$ cat src/rtl/ysyx_220053_mem_arbiter_if.sv
// Bundle of the IF, LS and memory-side handshake signals around the memory arbiter.
// The slave modport is the arbiter's view; master is the requester/memory environment.
interface ysyx_220053_mem_arbiter_if #(
    parameter int ADDR_W = 64,
    parameter int DATA_W = 64,
    parameter int MASK_W = 8
);
    logic              if_req_valid;
    logic              if_req_ready;
    logic [ADDR_W-1:0] if_addr;
    logic              if_rsp_valid;
    logic [DATA_W-1:0] if_rdata;

    logic              ls_req_valid;
    logic              ls_req_ready;
    logic [ADDR_W-1:0] ls_addr;
    logic              ls_wen;
    logic [DATA_W-1:0] ls_wdata;
    logic [MASK_W-1:0] ls_wmask;
    logic              ls_rsp_valid;
    logic [DATA_W-1:0] ls_rdata;

    logic              mem_req_valid;
    logic              mem_req_ready;
    logic [ADDR_W-1:0] mem_addr;
    logic              mem_wen;
    logic [DATA_W-1:0] mem_wdata;
    logic [MASK_W-1:0] mem_wmask;
    logic              mem_rsp_valid;
    logic [DATA_W-1:0] mem_rdata;

    modport slave (
        input  if_req_valid, if_addr,
        output if_req_ready, if_rsp_valid, if_rdata,
        input  ls_req_valid, ls_addr, ls_wen, ls_wdata, ls_wmask,
        output ls_req_ready, ls_rsp_valid, ls_rdata,
        output mem_req_valid, mem_addr, mem_wen, mem_wdata, mem_wmask,
        input  mem_req_ready, mem_rsp_valid, mem_rdata
    );

    modport master (
        output if_req_valid, if_addr,
        input  if_req_ready, if_rsp_valid, if_rdata,
        output ls_req_valid, ls_addr, ls_wen, ls_wdata, ls_wmask,
        input  ls_req_ready, ls_rsp_valid, ls_rdata,
        input  mem_req_valid, mem_addr, mem_wen, mem_wdata, mem_wmask,
        output mem_req_ready, mem_rsp_valid, mem_rdata
    );
endinterface

$ cat src/rtl/ysyx_220053_mem_arbiter.sv
// Round-robin arbiter sharing one memory port between instruction fetch and the LSU,
// with a single outstanding transaction and response routing back to its owner.
module ysyx_220053_mem_arbiter #(
    parameter int ADDR_W = 64,
    parameter int DATA_W = 64,
    parameter int MASK_W = 8
) (
    input  logic                           clk,
    input  logic                           rst,
    ysyx_220053_mem_arbiter_if.slave       bus,
    output logic                           busy,
    output logic                           stray_rsp
);
    typedef enum logic [1:0] {
        IDLE    = 2'd0,
        WAIT_IF = 2'd1,
        WAIT_LS = 2'd2
    } state_e;

    state_e            state_r;
    state_e            state_nxt_s;
    logic              last_grant_r;
    logic              lock_r;
    logic              lock_ls_r;
    logic              stray_r;

    logic              have_win_s;
    logic              win_ls_s;
    logic              xfer_s;
    logic              busy_s;
    logic              if_req_ready_s;
    logic              ls_req_ready_s;
    logic              if_rsp_valid_s;
    logic              ls_rsp_valid_s;
    logic [DATA_W-1:0] if_rdata_s;
    logic [DATA_W-1:0] ls_rdata_s;
    logic              mem_req_valid_s;
    logic [ADDR_W-1:0] mem_addr_s;
    logic              mem_wen_s;
    logic [DATA_W-1:0] mem_wdata_s;
    logic [MASK_W-1:0] mem_wmask_s;

    // Arbitration, forwarding, response routing and next-state selection.
    always_comb begin
        state_nxt_s     = state_r;
        have_win_s      = 1'b0;
        win_ls_s        = 1'b0;
        busy_s          = 1'b0;
        if_req_ready_s  = 1'b0;
        ls_req_ready_s  = 1'b0;
        if_rsp_valid_s  = 1'b0;
        ls_rsp_valid_s  = 1'b0;
        if_rdata_s      = '0;
        ls_rdata_s      = '0;
        mem_req_valid_s = 1'b0;
        mem_addr_s      = '0;
        mem_wen_s       = 1'b0;
        mem_wdata_s     = '0;
        mem_wmask_s     = '0;
        case (state_r)
            IDLE: begin
                // A requester stalled by backpressure keeps the grant while it holds valid.
                if (lock_r && (lock_ls_r ? bus.ls_req_valid : bus.if_req_valid)) begin
                    have_win_s = 1'b1;
                    win_ls_s   = lock_ls_r;
                end else if (bus.if_req_valid && bus.ls_req_valid) begin
                    have_win_s = 1'b1;
                    win_ls_s   = ~last_grant_r;
                end else if (bus.if_req_valid) begin
                    have_win_s = 1'b1;
                    win_ls_s   = 1'b0;
                end else if (bus.ls_req_valid) begin
                    have_win_s = 1'b1;
                    win_ls_s   = 1'b1;
                end else begin
                    have_win_s = 1'b0;
                    win_ls_s   = 1'b0;
                end
                if (have_win_s && win_ls_s) begin
                    mem_req_valid_s = 1'b1;
                    mem_addr_s      = bus.ls_addr;
                    mem_wen_s       = bus.ls_wen;
                    mem_wdata_s     = bus.ls_wdata;
                    mem_wmask_s     = bus.ls_wmask;
                    ls_req_ready_s  = bus.mem_req_ready;
                end else if (have_win_s) begin
                    mem_req_valid_s = 1'b1;
                    mem_addr_s      = bus.if_addr;
                    if_req_ready_s  = bus.mem_req_ready;
                end else begin
                    mem_req_valid_s = 1'b0;
                end
                if (have_win_s && bus.mem_req_ready) begin
                    state_nxt_s = win_ls_s ? WAIT_LS : WAIT_IF;
                end else begin
                    state_nxt_s = IDLE;
                end
            end
            WAIT_IF: begin
                busy_s = 1'b1;
                if (bus.mem_rsp_valid) begin
                    if_rsp_valid_s = 1'b1;
                    if_rdata_s     = bus.mem_rdata;
                    state_nxt_s    = IDLE;
                end else begin
                    state_nxt_s    = WAIT_IF;
                end
            end
            WAIT_LS: begin
                busy_s = 1'b1;
                if (bus.mem_rsp_valid) begin
                    ls_rsp_valid_s = 1'b1;
                    ls_rdata_s     = bus.mem_rdata;
                    state_nxt_s    = IDLE;
                end else begin
                    state_nxt_s    = WAIT_LS;
                end
            end
            default: begin
                state_nxt_s = IDLE;
            end
        endcase
    end

    assign xfer_s = mem_req_valid_s & bus.mem_req_ready;

    // State, round-robin history, stall lock and sticky stray-response flag.
    always_ff @(posedge clk or posedge rst) begin
        if (rst) begin
            state_r      <= IDLE;
            last_grant_r <= 1'b1;
            lock_r       <= 1'b0;
            lock_ls_r    <= 1'b0;
            stray_r      <= 1'b0;
        end else begin
            state_r <= state_nxt_s;
            if (xfer_s) begin
                last_grant_r <= win_ls_s;
                lock_r       <= 1'b0;
            end else if (mem_req_valid_s) begin
                lock_r    <= 1'b1;
                lock_ls_r <= win_ls_s;
            end else begin
                lock_r    <= 1'b0;
            end
            if ((state_r == IDLE) && bus.mem_rsp_valid) begin
                stray_r <= 1'b1;
            end
        end
    end

    // Reset forces every output low at once, without waiting for a clock edge.
    assign bus.if_req_ready  = ~rst & if_req_ready_s;
    assign bus.ls_req_ready  = ~rst & ls_req_ready_s;
    assign bus.if_rsp_valid  = ~rst & if_rsp_valid_s;
    assign bus.ls_rsp_valid  = ~rst & ls_rsp_valid_s;
    assign bus.if_rdata      = rst ? '0 : if_rdata_s;
    assign bus.ls_rdata      = rst ? '0 : ls_rdata_s;
    assign bus.mem_req_valid = ~rst & mem_req_valid_s;
    assign bus.mem_addr      = rst ? '0 : mem_addr_s;
    assign bus.mem_wen       = ~rst & mem_wen_s;
    assign bus.mem_wdata     = rst ? '0 : mem_wdata_s;
    assign bus.mem_wmask     = rst ? '0 : mem_wmask_s;
    assign busy              = ~rst & busy_s;
    assign stray_rsp         = stray_r;
endmodule

$ cat src/flat_wrapper.sv
// flat-port wrapper written by rule: the top's interface ports become plain ports
module ysyx_220053_mem_arbiter_flat 
#(
    parameter int ADDR_W = 64,
    parameter int DATA_W = 64,
    parameter int MASK_W = 8
)
  (clk, rst, busy, stray_rsp, bus_if_req_valid, bus_if_addr, bus_if_req_ready, bus_if_rsp_valid, bus_if_rdata, bus_ls_req_valid, bus_ls_addr, bus_ls_wen, bus_ls_wdata, bus_ls_wmask, bus_ls_req_ready, bus_ls_rsp_valid, bus_ls_rdata, bus_mem_req_valid, bus_mem_addr, bus_mem_wen, bus_mem_wdata, bus_mem_wmask, bus_mem_req_ready, bus_mem_rsp_valid, bus_mem_rdata);
  ysyx_220053_mem_arbiter_if #(.ADDR_W(ADDR_W), .DATA_W(DATA_W), .MASK_W(MASK_W)) bus_i ();
  input  logic clk;
  input  logic rst;
  output logic busy;
  output logic stray_rsp;
  input wire logic [$bits(bus_i.if_req_valid)-1:0] bus_if_req_valid;
  input wire logic [$bits(bus_i.if_addr)-1:0] bus_if_addr;
  output wire logic [$bits(bus_i.if_req_ready)-1:0] bus_if_req_ready;
  output wire logic [$bits(bus_i.if_rsp_valid)-1:0] bus_if_rsp_valid;
  output wire logic [$bits(bus_i.if_rdata)-1:0] bus_if_rdata;
  input wire logic [$bits(bus_i.ls_req_valid)-1:0] bus_ls_req_valid;
  input wire logic [$bits(bus_i.ls_addr)-1:0] bus_ls_addr;
  input wire logic [$bits(bus_i.ls_wen)-1:0] bus_ls_wen;
  input wire logic [$bits(bus_i.ls_wdata)-1:0] bus_ls_wdata;
  input wire logic [$bits(bus_i.ls_wmask)-1:0] bus_ls_wmask;
  output wire logic [$bits(bus_i.ls_req_ready)-1:0] bus_ls_req_ready;
  output wire logic [$bits(bus_i.ls_rsp_valid)-1:0] bus_ls_rsp_valid;
  output wire logic [$bits(bus_i.ls_rdata)-1:0] bus_ls_rdata;
  output wire logic [$bits(bus_i.mem_req_valid)-1:0] bus_mem_req_valid;
  output wire logic [$bits(bus_i.mem_addr)-1:0] bus_mem_addr;
  output wire logic [$bits(bus_i.mem_wen)-1:0] bus_mem_wen;
  output wire logic [$bits(bus_i.mem_wdata)-1:0] bus_mem_wdata;
  output wire logic [$bits(bus_i.mem_wmask)-1:0] bus_mem_wmask;
  input wire logic [$bits(bus_i.mem_req_ready)-1:0] bus_mem_req_ready;
  input wire logic [$bits(bus_i.mem_rsp_valid)-1:0] bus_mem_rsp_valid;
  input wire logic [$bits(bus_i.mem_rdata)-1:0] bus_mem_rdata;
  assign bus_i.if_req_valid = bus_if_req_valid;
  assign bus_i.if_addr = bus_if_addr;
  assign bus_if_req_ready = bus_i.if_req_ready;
  assign bus_if_rsp_valid = bus_i.if_rsp_valid;
  assign bus_if_rdata = bus_i.if_rdata;
  assign bus_i.ls_req_valid = bus_ls_req_valid;
  assign bus_i.ls_addr = bus_ls_addr;
  assign bus_i.ls_wen = bus_ls_wen;
  assign bus_i.ls_wdata = bus_ls_wdata;
  assign bus_i.ls_wmask = bus_ls_wmask;
  assign bus_ls_req_ready = bus_i.ls_req_ready;
  assign bus_ls_rsp_valid = bus_i.ls_rsp_valid;
  assign bus_ls_rdata = bus_i.ls_rdata;
  assign bus_mem_req_valid = bus_i.mem_req_valid;
  assign bus_mem_addr = bus_i.mem_addr;
  assign bus_mem_wen = bus_i.mem_wen;
  assign bus_mem_wdata = bus_i.mem_wdata;
  assign bus_mem_wmask = bus_i.mem_wmask;
  assign bus_i.mem_req_ready = bus_mem_req_ready;
  assign bus_i.mem_rsp_valid = bus_mem_rsp_valid;
  assign bus_i.mem_rdata = bus_mem_rdata;
  ysyx_220053_mem_arbiter #(.ADDR_W(ADDR_W), .DATA_W(DATA_W), .MASK_W(MASK_W)) u_core (.clk(clk), .rst(rst), .bus(bus_i), .busy(busy), .stray_rsp(stray_rsp));
endmodule
$ cat config.mk
export PLATFORM = sky130hd
export DESIGN_NAME = ysyx_220053_mem_arbiter_flat
export DESIGN_NICKNAME = d
export VERILOG_FILES = /design/src/rtl/ysyx_220053_mem_arbiter_if.sv /design/src/rtl/ysyx_220053_mem_arbiter.sv /design/src/flat_wrapper.sv
export SDC_FILE = /design/constraint.sdc
export NUM_CORES = 1
export LEC_CHECK = 0
export ABC_CLOCK_PERIOD_IN_PS = 3000
export CORE_AREA = 2 2 212 214
export DETAILED_ROUTE_END_ITERATION = 8
export DIE_AREA = 0 0 214 216
export PLACE_DENSITY = 0.44
export RECOVER_POWER = 25
export SYNTH_ARGS = -nofsm -noshare
export SYNTH_HDL_FRONTEND = slang
export SYNTH_SLANG_ARGS = --single-unit
export TNS_END_PERCENT = 20
$ cat constraint.sdc
create_clock -name clk -period 3 [get_ports clk]
set_input_delay 0.6 -clock clk [delete_from_list [all_inputs] [get_ports clk]]
set_output_delay 0.6 -clock clk [all_outputs]
set_load 0.005 [all_outputs]
-- Word level (Yosys, flattened, before mapping)
Index checks and enable logic that the tools add are counted.
- register bits: 6
- output and inout bits: 272
- logic and storage cells: 73
- equality and inequality tests: 2
- mux-type cells: 47
- bitwise gates (word level): 11
- reduce and logical (&&, ||, !) cells: 8
- operators by type and width (kind ; count):
    $mux W64 ; 12
    $mux W1 ; 28
    $mux W8 ; 3
    $and A1 B1 Y1 ; 8
    $mux W2 ; 3
    $pmux W2 S3 ; 1
    $logic_and A1 B1 Y1 ; 5
    $not A1 Y1 ; 3
    $eq A2 B1 Y1 const B ; 1
    $eq A2 B2 Y1 const B ; 1
    $logic_not A2 Y1 ; 1
    $reduce_and A2 Y1 ; 1
    $reduce_or A2 Y1 ; 1

-- Logic depth before layout (Yosys ltp)
Gate-level depths: netlist of run 1.
- depth in word-level cells: 11
- depth in mapped cells: 8

-- Least setup slack after synthesis of run 1
Ideal clock, no wire load.
- path type: register to output
- start point: register u_core.state_r[0]
- end point: output bus_mem_wdata[0]
- data arrival time: 1.468 ns
- required time: 2.400 ns
- setup slack: 0.932 ns
- stages on the path, launching flop included: 8
- path buffers: 2
- cells stage by stage: dfrtp_1 -> inv_1 -> ha_1 -> o21ai_1 -> nor2_1 -> buf_2 -> clkbuf_1 -> and3_1
- word-level cells in the longest chain between the ends: 3
- RTL lines (item ; line ; text):
    from (decl) ; ysyx_220053_mem_arbiter.sv:20 ; state_e state_r;
    from (signal assigned) ; ysyx_220053_mem_arbiter.sv:136 ; state_r <= state_nxt_s;
    $logic_not A2 Y1 ; ysyx_220053_mem_arbiter.sv:60 ; case (state_r)
    $mux W64 ; ysyx_220053_mem_arbiter.sv:60 ;
    $mux W64 ; ysyx_220053_mem_arbiter.sv:162 ; assign bus.mem_wdata = rst ? '0 : mem_wdata_s;
    to (decl) ; flat_wrapper.sv:30 ; output wire logic [$bits(bus_i.mem_wdata)-1:0] bus_mem_wdata;
No other way between the ends.

-- Final worst setup path of run 1
- start point: input bus_if_req_valid
- end point: output bus_mem_wdata[22]
- word-level cells in the longest chain between the ends: 8
- elaborated cells between the ends (all ways): 15
- RTL lines (item ; line ; text):
    from (decl) ; flat_wrapper.sv:14 ; input wire logic [$bits(bus_i.if_req_valid)-1:0] bus_if_req_valid;
    $mux W1, or another cell as far along ; ysyx_220053_mem_arbiter.sv:69 ; end else if (bus.if_req_valid) begin
    $mux W1 or $logic_and A1 B1 Y1 (tied branches) ; ysyx_220053_mem_arbiter.sv:66, ysyx_220053_mem_arbiter.sv:63 ;
    $mux W1 ; ysyx_220053_mem_arbiter.sv:63 ; if (lock_r && (lock_ls_r ? bus.ls_req_valid : bus.if_req_valid)) begin
    $mux W1 ; ysyx_220053_mem_arbiter.sv:60 ;
    $logic_and A1 B1 Y1 * ; ysyx_220053_mem_arbiter.sv:79 ; if (have_win_s && win_ls_s) begin
    $mux W64 * ; ysyx_220053_mem_arbiter.sv:79 ;
    $mux W64 * ; ysyx_220053_mem_arbiter.sv:60 ;
    $mux W64 * ; ysyx_220053_mem_arbiter.sv:162 ;
Every way passes the cells marked *; elsewhere a longest branch is shown, timed or not. The select of a mux whose other input is x is not followed.

==> impl_metrics.yaml, run 1 <==
yosys:
  synth_cells: 494
  syn_avg_cell_area_sq_um: 5.955
  synthArstFlopShare_pct: 100.0
  synth_cell_types: 28
  syn_nets: 769
  synthFlopType: "dfrtp_1"
  ys_seq_area_share_pct: 5.147
  ys_ff_latch: 6
  synth-edff-count: 0
  syn_area_sq_mm: 0.002942
  yosys_warnings: 0
route:
  drt_wl_total_um: 26900
  vias: 5854
  drtIter0Drc: 240
  wl_per_cell_um: 16.40
  drc: 0
  drtPass1Iterations: 4
  ant_nets: 0
  viasPerCell: 3.570
setup_path:
  critPathMaxFanout: 25
  r2r_cells: 5
  cp-end-kind: "primary output"
  crit_arrival_ns: 2.33
  cp-startpoint: "bus_if_req_valid"
  critical_path_class: "input pin to primary output"
  worstReg2RegStart: "u_core.lock_r$_DFF_PP0_"
  startpoint_type: "input pin"
  cp.required_ns: 2.40
power:
  p_comb_share_pct: 88.1
  leakage_nw: 4.371
  seqPwrFrac_pct: 4.4
  irDropWorstVdd_mv: 0.1886
  sw_frac_of_total_pct: 37.68
  p_per_area_mw_per_mm2: 297.9
  p_int_w: 0.001847
  pwr-share-clk_pct: 7.6
  p_sw_w: 0.001117
cts:
  cts_root_buffer: "clkbuf_16"
  clk_latency_ns: 0.23
  clkTransAtPathRegs_ns: 0.03
  cts_buffer_depth: 2
  cts_buffers: 3
  clkSinkCount: 6
  cts_tree: "yes"
  cts_max_level: 1
placed_design:
  placed_cells: 1619
  hpwl_um: 22180
  gp_congestion: 0.8791
  dp_slack_ns: -0.2221
  io_buffers: 542
grt:
  grt_pass1_wl_um: 38270
  antenna_found_initial: 1
  grt_usage_pct: 10.75
  first_global_vias: 5997
  grt_overflow: 0
  grt_max_degree: 62
floorplanning:
  dieArea_sq_mm: 0.04622
  start_util_pct: 6.710
  chipWidth_um: 214
  core_sq_mm: 0.04384
  die_h_um: 216
  ios: 543
  rows: 77
sta:
  hold_slack_ns: 0.4562
  relSlewSlack_pct: 67.53
  min_period_ns: 2.931
  hold_violations: 0
  setup_viol: 0
  fin_skew_ns: 0.0002857
  max_freq_ghz: 0.3412
  setup_slack_ns: 0.06923
  period_share_pct: 97.69
  worst_slew_pin_slew_ns: 0.4870
  slew_viol_final: 0
worst_hold_path:
  holdCritPathClass: "register to register"
  hp-start: "u_core.last_grant_r$_DFFE_PP1P_"
  whs_path_depth: 2
flow_run:
  cap_viol_max_count: 0
cells_and_area:
  area_growth_pct: 238.2
  instances_no_fill: 1640
  drive_above_1_share_pct: 8.691
  fin_nets: 1323
outcome:
  status: "finished, final reports clean"
worst paths after layout:
kind                       slack (ns)                         endpoint
max                              0.07                bus_mem_wdata[22]
min                              0.46  u_core.last_grant_r$_DFFE_PP1P_
max reg2reg                      1.39      u_core.state_r[1]$_DFF_PP0_
min reg2reg                      0.46  u_core.last_grant_r$_DFFE_PP1P_
max in group asynchronous        1.97  u_core.last_grant_r$_DFFE_PP1P_
min in group asynchronous        0.73          u_core.lock_r$_DFF_PP0_
cells by family after synthesis:
kind of cell	Yosys count	synth area share [%]
flip-flops	6	5.147
buffers and inverters	69	12.97
multiplexers	1	0.3828
AO/OA/AOI/OAI	70	12.17
AND/OR/NAND/NOR	344	67.63
adder cells (fa/ha/maj)	4	1.701
power groups by stage:
stage          Combinational [W]  Sequential, W  Clock (W)
3_5_place_dp             0.00233       0.000128          0
5_1_grt                  0.00280       0.000133   0.000238
2_1_floorplan           0.000796       0.000124          0
6_report                 0.00261       0.000129   0.000224
4_1_cts                  0.00262       0.000128   0.000228
3_3_place_gp             0.00234       0.000127          0
cells in the mapped netlist, types with 2 or more instances:
master	n	area, sq um
and3_1	75	469.2
nor2_1	2	7.510
nand4_1	65	406.6
inv_1	2	7.510
nor2b_1	3	18.77
buf_4	8	60.06
nand2_1	66	247.7
ha_1	4	50.05
dfrtp_1	5	125.1
clkbuf_1	32	120.1
and2_1	129	807.0
o21ai_1	21	105.1
buf_2	10	50.05
o21ai_0	45	225.2
buf_6	8	90.09
clkbuf_2	7	35.03
registers in the layout, indices dropped and copies added, names as in the netlist:
signal,count
u_core.state_r,2
u_core.last_grant_r,1
u_core.lock_ls_r,1
u_core.lock_r,1
u_core.stray_rsp,1
layout make-up:
type	instances	area, sq um
fillers	4866	33890
diodes	1	2.502
inverters	3	11.26
flip-flops and latches	6	151.4
repair buffers	615	6496
clock buffers	4	78.83
multi-input cells	419	2467
well taps	592	740.7
worst max-delay path, cell delays in order:
cell,delay [ns]
dlygate4sd2_1,0.25
buf_4,0.15
o21ai_4,0.07
and2_4,0.22
buf_12,0.16
buf_12,0.16
and3_1,0.18
clkdlybuf4s50_1,0.50
placed cells by master (no fill, tap or decap), types with 2 or more instances in the layout:
master and n:
clkdlybuf4s50_1 493, and2_1 128, and3_1 72, nand2_1 66, nand4_1 65, o21ai_0 36
buf_4 36, dlymetal6s2s_1 34, o21ai_1 26, buf_12 22, dlygate4sd2_1 10, clkbuf_1 5
bufbuf_16 5, dfrtp_1 5, clkbuf_16 4, buf_6 4, o21ai_2 3, ha_1 3
dlygate4sd3_1 3, inv_2 2, and3_4 2, nor2b_1 2, buf_16 2
metrics by stage:
step	utilization [%]	cell area [sq um]	setup TNS (ns)	total power, W
final	22.69	9948	0	0.002964
after global routing	22.69	9948	-0.0002982	0.003167
after CTS	22.38	9812	0	0.002973
after detailed placement	21.54	9444	-24.30	0.002459
after global placement	21.54	9444	-21.14	0.002464
after floorplan	-	2942	0	0.0009195
timing repair:
action / CTS / global route
gates cloned: 6 / 1
pin swaps: 2 / 0
endpoints found under the hold margin: 0 / 0
hold buffers: 0 / 0
setup endpoints to repair: 251 / 136
gates resized for setup: 20 / 50
setup buffers: 9 / 0
routing by layer:
layer	part of all wire, %	up-vias	GRT usage [%]
met4	1.7	0	2.261
met2	46	349	18.33
li1	-	2820	-
met1	45	2661	13.75
met3	7.4	24	2.495
met5	0	-	0
(Power assumes the default switching activity.)
==> inputs of run 2 (changes only) <==
--- a/config.mk
+++ b/config.mk
@@ -13,2 +13,3 @@
 export RECOVER_POWER = 25
+export SLEW_MARGIN = 20
 export SYNTH_ARGS = -nofsm -noshare
==> constraint.sdc (replaced) <==
create_clock -name clk -period 3 [get_ports clk]
set_input_delay 0.3 -clock clk [delete_from_list [all_inputs] [get_ports clk]]
set_output_delay 0.3 -clock clk [all_outputs]
set_load 0.005 [all_outputs]
==> impl_metrics.yaml, run 2 (synthesis gave the netlist of run 1 again) <==
outcome:
  status: "finished, final reports clean"
power:
  finalPower_w: 0.002403
  p_per_area_mw_per_mm2: 263.5
  irDropWorstVdd_mv: 0.2326
  leakage_nw: 3.552
cells_and_area:
  regMostFlops: "u_core.state_r"
  utilization_pct: 20.81
  multi_input_area_sq_mm: 0.002432
  fin_nets: 1273
  drive_above_1_share_pct: 3.310
  largest_register_ffs: 2
  regArea_sq_um: 151.4
  layout_commonest_cell: "clkdlybuf4s50_1"
  diodes: 0
  final_cell_mix: "clkdlybuf4s50_1 (486), and2_1 (125), and3_1 (73)"
  fillCellCount: 4931
  area_growth_pct: 210.1
route:
  wl_per_cell_um: 15.60
  viasPerCell: 3.488
  drtIter0Drc: 250
  drtPass1Iterations: 4
  vias: 5542
  ant_nets: 0
  drt_wl_total_um: 24800
  drc: 0
setup_path:
  critical_path_class: "register to primary output"
  path_common_cell: "buf_12"
  startpoint_type: "register"
  path_delay_family: "buffers and inverters"
  critPathMaxFanout: 25
  cp_slowest_cell: "clkdlybuf4s50_1"
  cp-end-kind: "primary output"
  crit_chain: "nor2b_1, o21ai_4, and2_4, buf_12, buf_12, and3_1, clkdlybuf4s50_1"
  critPathBufInv: 3
  crit_arrival_ns: 2.39
  max_stage_delay_ns: 0.53
  cp.required_ns: 2.70
sta:
  slew_viol_final: 0
  grt_setup_unrepaired: "no"
  setup_tns_ns: 0
  worst_slew_pin_slew_ns: 0.7523
  max_freq_ghz: 0.3714
  fin_skew_ns: 0.002617
  setup_viol: 0
  period_share_pct: 89.75
  setup_slack_ns: 0.3075
  relSlewSlack_pct: 49.85
  hold_violations: 0
  min_period_ns: 2.692
floorplanning:
  ios: 543
  die_h_um: 216
  start_util_pct: 6.710
  chipWidth_um: 214
  dieArea_sq_mm: 0.04622
  core_sq_mm: 0.04384
  rows: 77
cts:
  postCtsSetupRepairBufs: 0
  cts_buffer_depth: 2
  cts_max_level: 1
  clkSinkCount: 6
  cts_hold_buf: 0
  cts_root_buffer: "clkbuf_16"
  cts_buffers: 3
  clkTransAtPathRegs_ns: 0.03
  cts_tree: "yes"
  clk_latency_ns: 0.23
worst_hold_path:
  holdCritPathClass: "input pin to register"
grt:
  antenna_found_initial: 0
  grt_overflow: 0
  first_global_vias: 5595
  grt_max_degree: 66
  grt_usage_pct: 9.845
  grt_pass1_wl_um: 35710
placed_design:
  hpwl_um: 21070
  io_buffers: 542
  gp_congestion: 0.9371
  dp_slack_ns: 0.1889
flow_run:
  cap_viol_max_count: 0
==> run 2: final timing paths <==
check	start	endpoint	slack (ns)	cells after the start
setup / recovery	u_core.lock_r$_DFF_PP0_	bus_mem_wdata[22]	0.31	7
hold / removal	bus_ls_req_valid	u_core.last_grant_r$_DFFE_PP1P_	0.38	3
setup reg to reg	u_core.last_grant_r$_DFFE_PP1P_	u_core.lock_ls_r$_DFFE_PP0P_	1.49	4
hold reg to reg	u_core.stray_rsp$_DFFE_PP0P_	u_core.stray_rsp$_DFFE_PP0P_	0.45	1
max in group asynchronous	rst	u_core.last_grant_r$_DFFE_PP1P_	1.95	3
min in group asynchronous	rst	u_core.stray_rsp$_DFFE_PP0P_	0.76	3
==> run 2: report_power, final <==
part           total [W]  switching [W]  internal [W]
registers       0.000126      0.0000148      0.000112
logic            0.00206       0.000900       0.00116
clock network   0.000220      0.0000443      0.000176
total            0.00240       0.000959       0.00144
==> run 2: per-layer routing <==
metal | share of wire, % | up-vias | track usage, % | wire length, um
li1 | - | 2710 | - | -
met1 | 42 | 2486 | 12.48 | 10490
met2 | 49 | 336 | 17.63 | 12130
met3 | 7.9 | 10 | 2.072 | 1970
met4 | 0.85 | 0 | 0.9091 | 212
met5 | 0 | - | 0 | 0
==> run 2: metrics by stage <==
stage / std cells / area (sq um) / hold slack (ns)
floorplan: 494 / 2942 / 0.06358
global placement: 1586 / 9061 / 0.4475
detailed placement: 1586 / 9061 / 0.4474
CTS: 1590 / 9140 / 0.3871
global route: 1589 / 9121 / 0.4143
finish: 1589 / 9121 / 0.3824
==> run 2: area by class of cell <==
type                    instances  share of cell area, %
clock buffers                   4                 0.8642
inverters                       3                 0.1235
multi-input cells             419                  26.67
flip-flops and latches          6                  1.660
well taps                     592                  8.121
repair buffers                565                  62.57
==> run 2: what timing repair did <==
action,in CTS,in global routing
hold endpoints to repair,0,0
resized for setup,0,0
setup endpoints to repair,0,1
==> run 2: worst register-to-register path: cells and delay by family (launching register included) <==
kind,cells,cell delay (ns)
compound gates,1,0.09
flops,1,0.52
mux,1,0.29
simple gates,2,0.49
==> inputs of run 3 (changes only) <==
CELL_PAD_IN_SITES_DETAIL_PLACEMENT = 1   (was not set)
CELL_PAD_IN_SITES_GLOBAL_PLACEMENT = 1   (was not set)
CORE_AREA = 2 2 214 216   (was 2 2 212 214)
DIE_AREA = 0 0 216 218   (was 0 0 214 216)
PLACE_DENSITY = 0.63   (was 0.44)
==> impl_metrics.yaml, run 3 (synthesis gave the netlist of run 1 again) <==
cts:
  cts_buffer_depth: 2
  clkSinkCount: 6
  cts_hold_buf: 0
  clk_latency_ns: 0.23
  cts_tree: "yes"
  cts_root_buffer: "clkbuf_16"
  clkTransAtPathRegs_ns: 0.04
  cts_buffers: 3
  cts_max_level: 1
floorplanning:
  chipWidth_um: 216
  start_util_pct: 6.552
  rows: 78
  core_sq_mm: 0.04489
  die_h_um: 218
  dieArea_sq_mm: 0.04709
  ios: 543
sta:
  grt_setup_unrepaired: "no"
  setup_tns_ns: 0
  hold_violations: 0
  fin_skew_ns: 0.0002130
  max_freq_ghz: 0.3497
  slew_viol_final: 0
  worst_slew_pin_slew_ns: 0.6359
  min_period_ns: 2.860
  period_share_pct: 95.32
  setup_viol: 0
  relSlewSlack_pct: 57.61
cells_and_area:
  layout_commonest_cell: "clkdlybuf4s50_1"
  largest_register_ffs: 2
  fillCellCount: 5387
  area_growth_pct: 209.8
  final_cell_mix: "clkdlybuf4s50_1 (500), and2_1 (112), and3_1 (73)"
  fin_nets: 1269
  regMostFlops: "u_core.state_r"
  drive_above_1_share_pct: 3.323
  stdcell_area_sq_mm: 0.009112
placed_design:
  io_buffers: 542
  hpwl_um: 21090
  gp_congestion: 0.8642
  placedInstanceArea_sq_mm: 0.008994
setup_path:
  cp.required_ns: 2.70
  startpoint_type: "input pin"
  crit_arrival_ns: 2.56
  critPathBufInv: 4
  critPathMaxFanout: 65
  path_delay_family: "buffers and inverters"
  crit_chain: "dlygate4sd3_1, inv_1, and3_2, buf_12, and2_1, dlygate4sd3_1"
  cp-end-kind: "primary output"
  cp_slowest_cell: "dlygate4sd3_1"
  critical_path_class: "input pin to primary output"
  path_common_cell: "dlygate4sd3_1"
  max_stage_delay_ns: 0.72
power:
  leakage_nw: 3.480
  irDropWorstVdd_mv: 0.2349
  p_per_area_mw_per_mm2: 266.2
route:
  route.top_layer_used: "met5"
  vias: 5624
  drc: 0
  wl_per_cell_um: 15.92
  drt-met1-wl_um: 9375
  viasPerCell: 3.526
  wl_met2_um: 13080
  ant_nets: 0
  wl_met3_um: 2141
  drtIter0Drc: 226
  drtPass1Iterations: 4
  drt_wl_total_um: 25400
flow_run:
  cap_viol_max_count: 0
grt:
  grt_overflow: 0
  grt_usage_pct: 9.787
  first_global_vias: 5790
  grt_max_degree: 71
  antenna_found_initial: 6
  grt_pass1_wl_um: 35920
worst_hold_path:
  holdCritPathClass: "register to register"
outcome:
  status: "finished, final reports clean"
-- run 3: changes by cell type in the layout (fill, tap and decap cells not counted), sizes merged --
cell           delta
dlygate4sd3      -14
diode             +2
buf               -2
clkdlybuf4s50    +14
clkbuf            -2
-- run 3: timing repair --
item	CTS	global route
resized for setup	0	1
setup endpoints to repair	0	47
setup buffers	0	1
endpoints found under the hold margin	0	0
-- run 3: per-stage QoR --
stage | utilization (%) | hold WS (ns) | total power [W] | std cells | setup slack [ns]
after global routing | 20.30 | 0.4796 | 0.002614 | 1595 | 0.04599
after global placement | 20.03 | 0.4422 | 0.002162 | 1587 | 0.3007
after CTS | 20.21 | 0.4572 | 0.002431 | 1591 | 0.09183
after floorplan | - | 0.06358 | 0.0009195 | 494 | 1.232
after detailed placement | 20.03 | 0.4492 | 0.002188 | 1587 | 0.2544
final | 20.30 | 0.4488 | 0.002426 | 1595 | 0.1404
-- run 3: power breakdown --
group,switching (W),internal (W)
clock network,0.0000502,0.000177
registers,0.0000164,0.000112
logic,0.000912,0.00116
-- run 3: final timing paths --
kind | cells past startpoint | to | slack [ns] | startpoint
max in group asynchronous | 2 | u_core.last_grant_r$_DFFE_PP1P_ | 2.08 | rst
hold reg to reg | 1 | u_core.stray_rsp$_DFFE_PP0P_ | 0.45 | u_core.stray_rsp$_DFFE_PP0P_
setup reg to reg | 5 | u_core.lock_ls_r$_DFFE_PP0P_ | 1.25 | u_core.last_grant_r$_DFFE_PP1P_
min in group asynchronous | 2 | u_core.lock_ls_r$_DFFE_PP0P_ | 0.64 | rst
hold / removal | 1 | u_core.stray_rsp$_DFFE_PP0P_ | 0.45 | u_core.stray_rsp$_DFFE_PP0P_
setup / recovery | 6 | bus_if_rdata[16] | 0.14 | rst
-- run 3: cell type report --
class / count / area [sq um] / area share [%]
antenna: 2 / 5.005 / 0.05492
inverter: 3 / 11.26 / 0.1236
timing repair buffer: 561 / 5680 / 62.34
clock buffer: 4 / 78.83 / 0.8650
tap: 600 / 750.7 / 8.238
sequential: 6 / 151.4 / 1.661
multi-input combinational: 419 / 2435 / 26.72
-- run 3: layer usage --
metal | up-vias | global-route usage [%]
met5 | - | 0
met4 | 2 | 3.356
met2 | 316 | 18.46
met3 | 30 | 2.371
li1 | 2702 | -
met1 | 2574 | 10.61
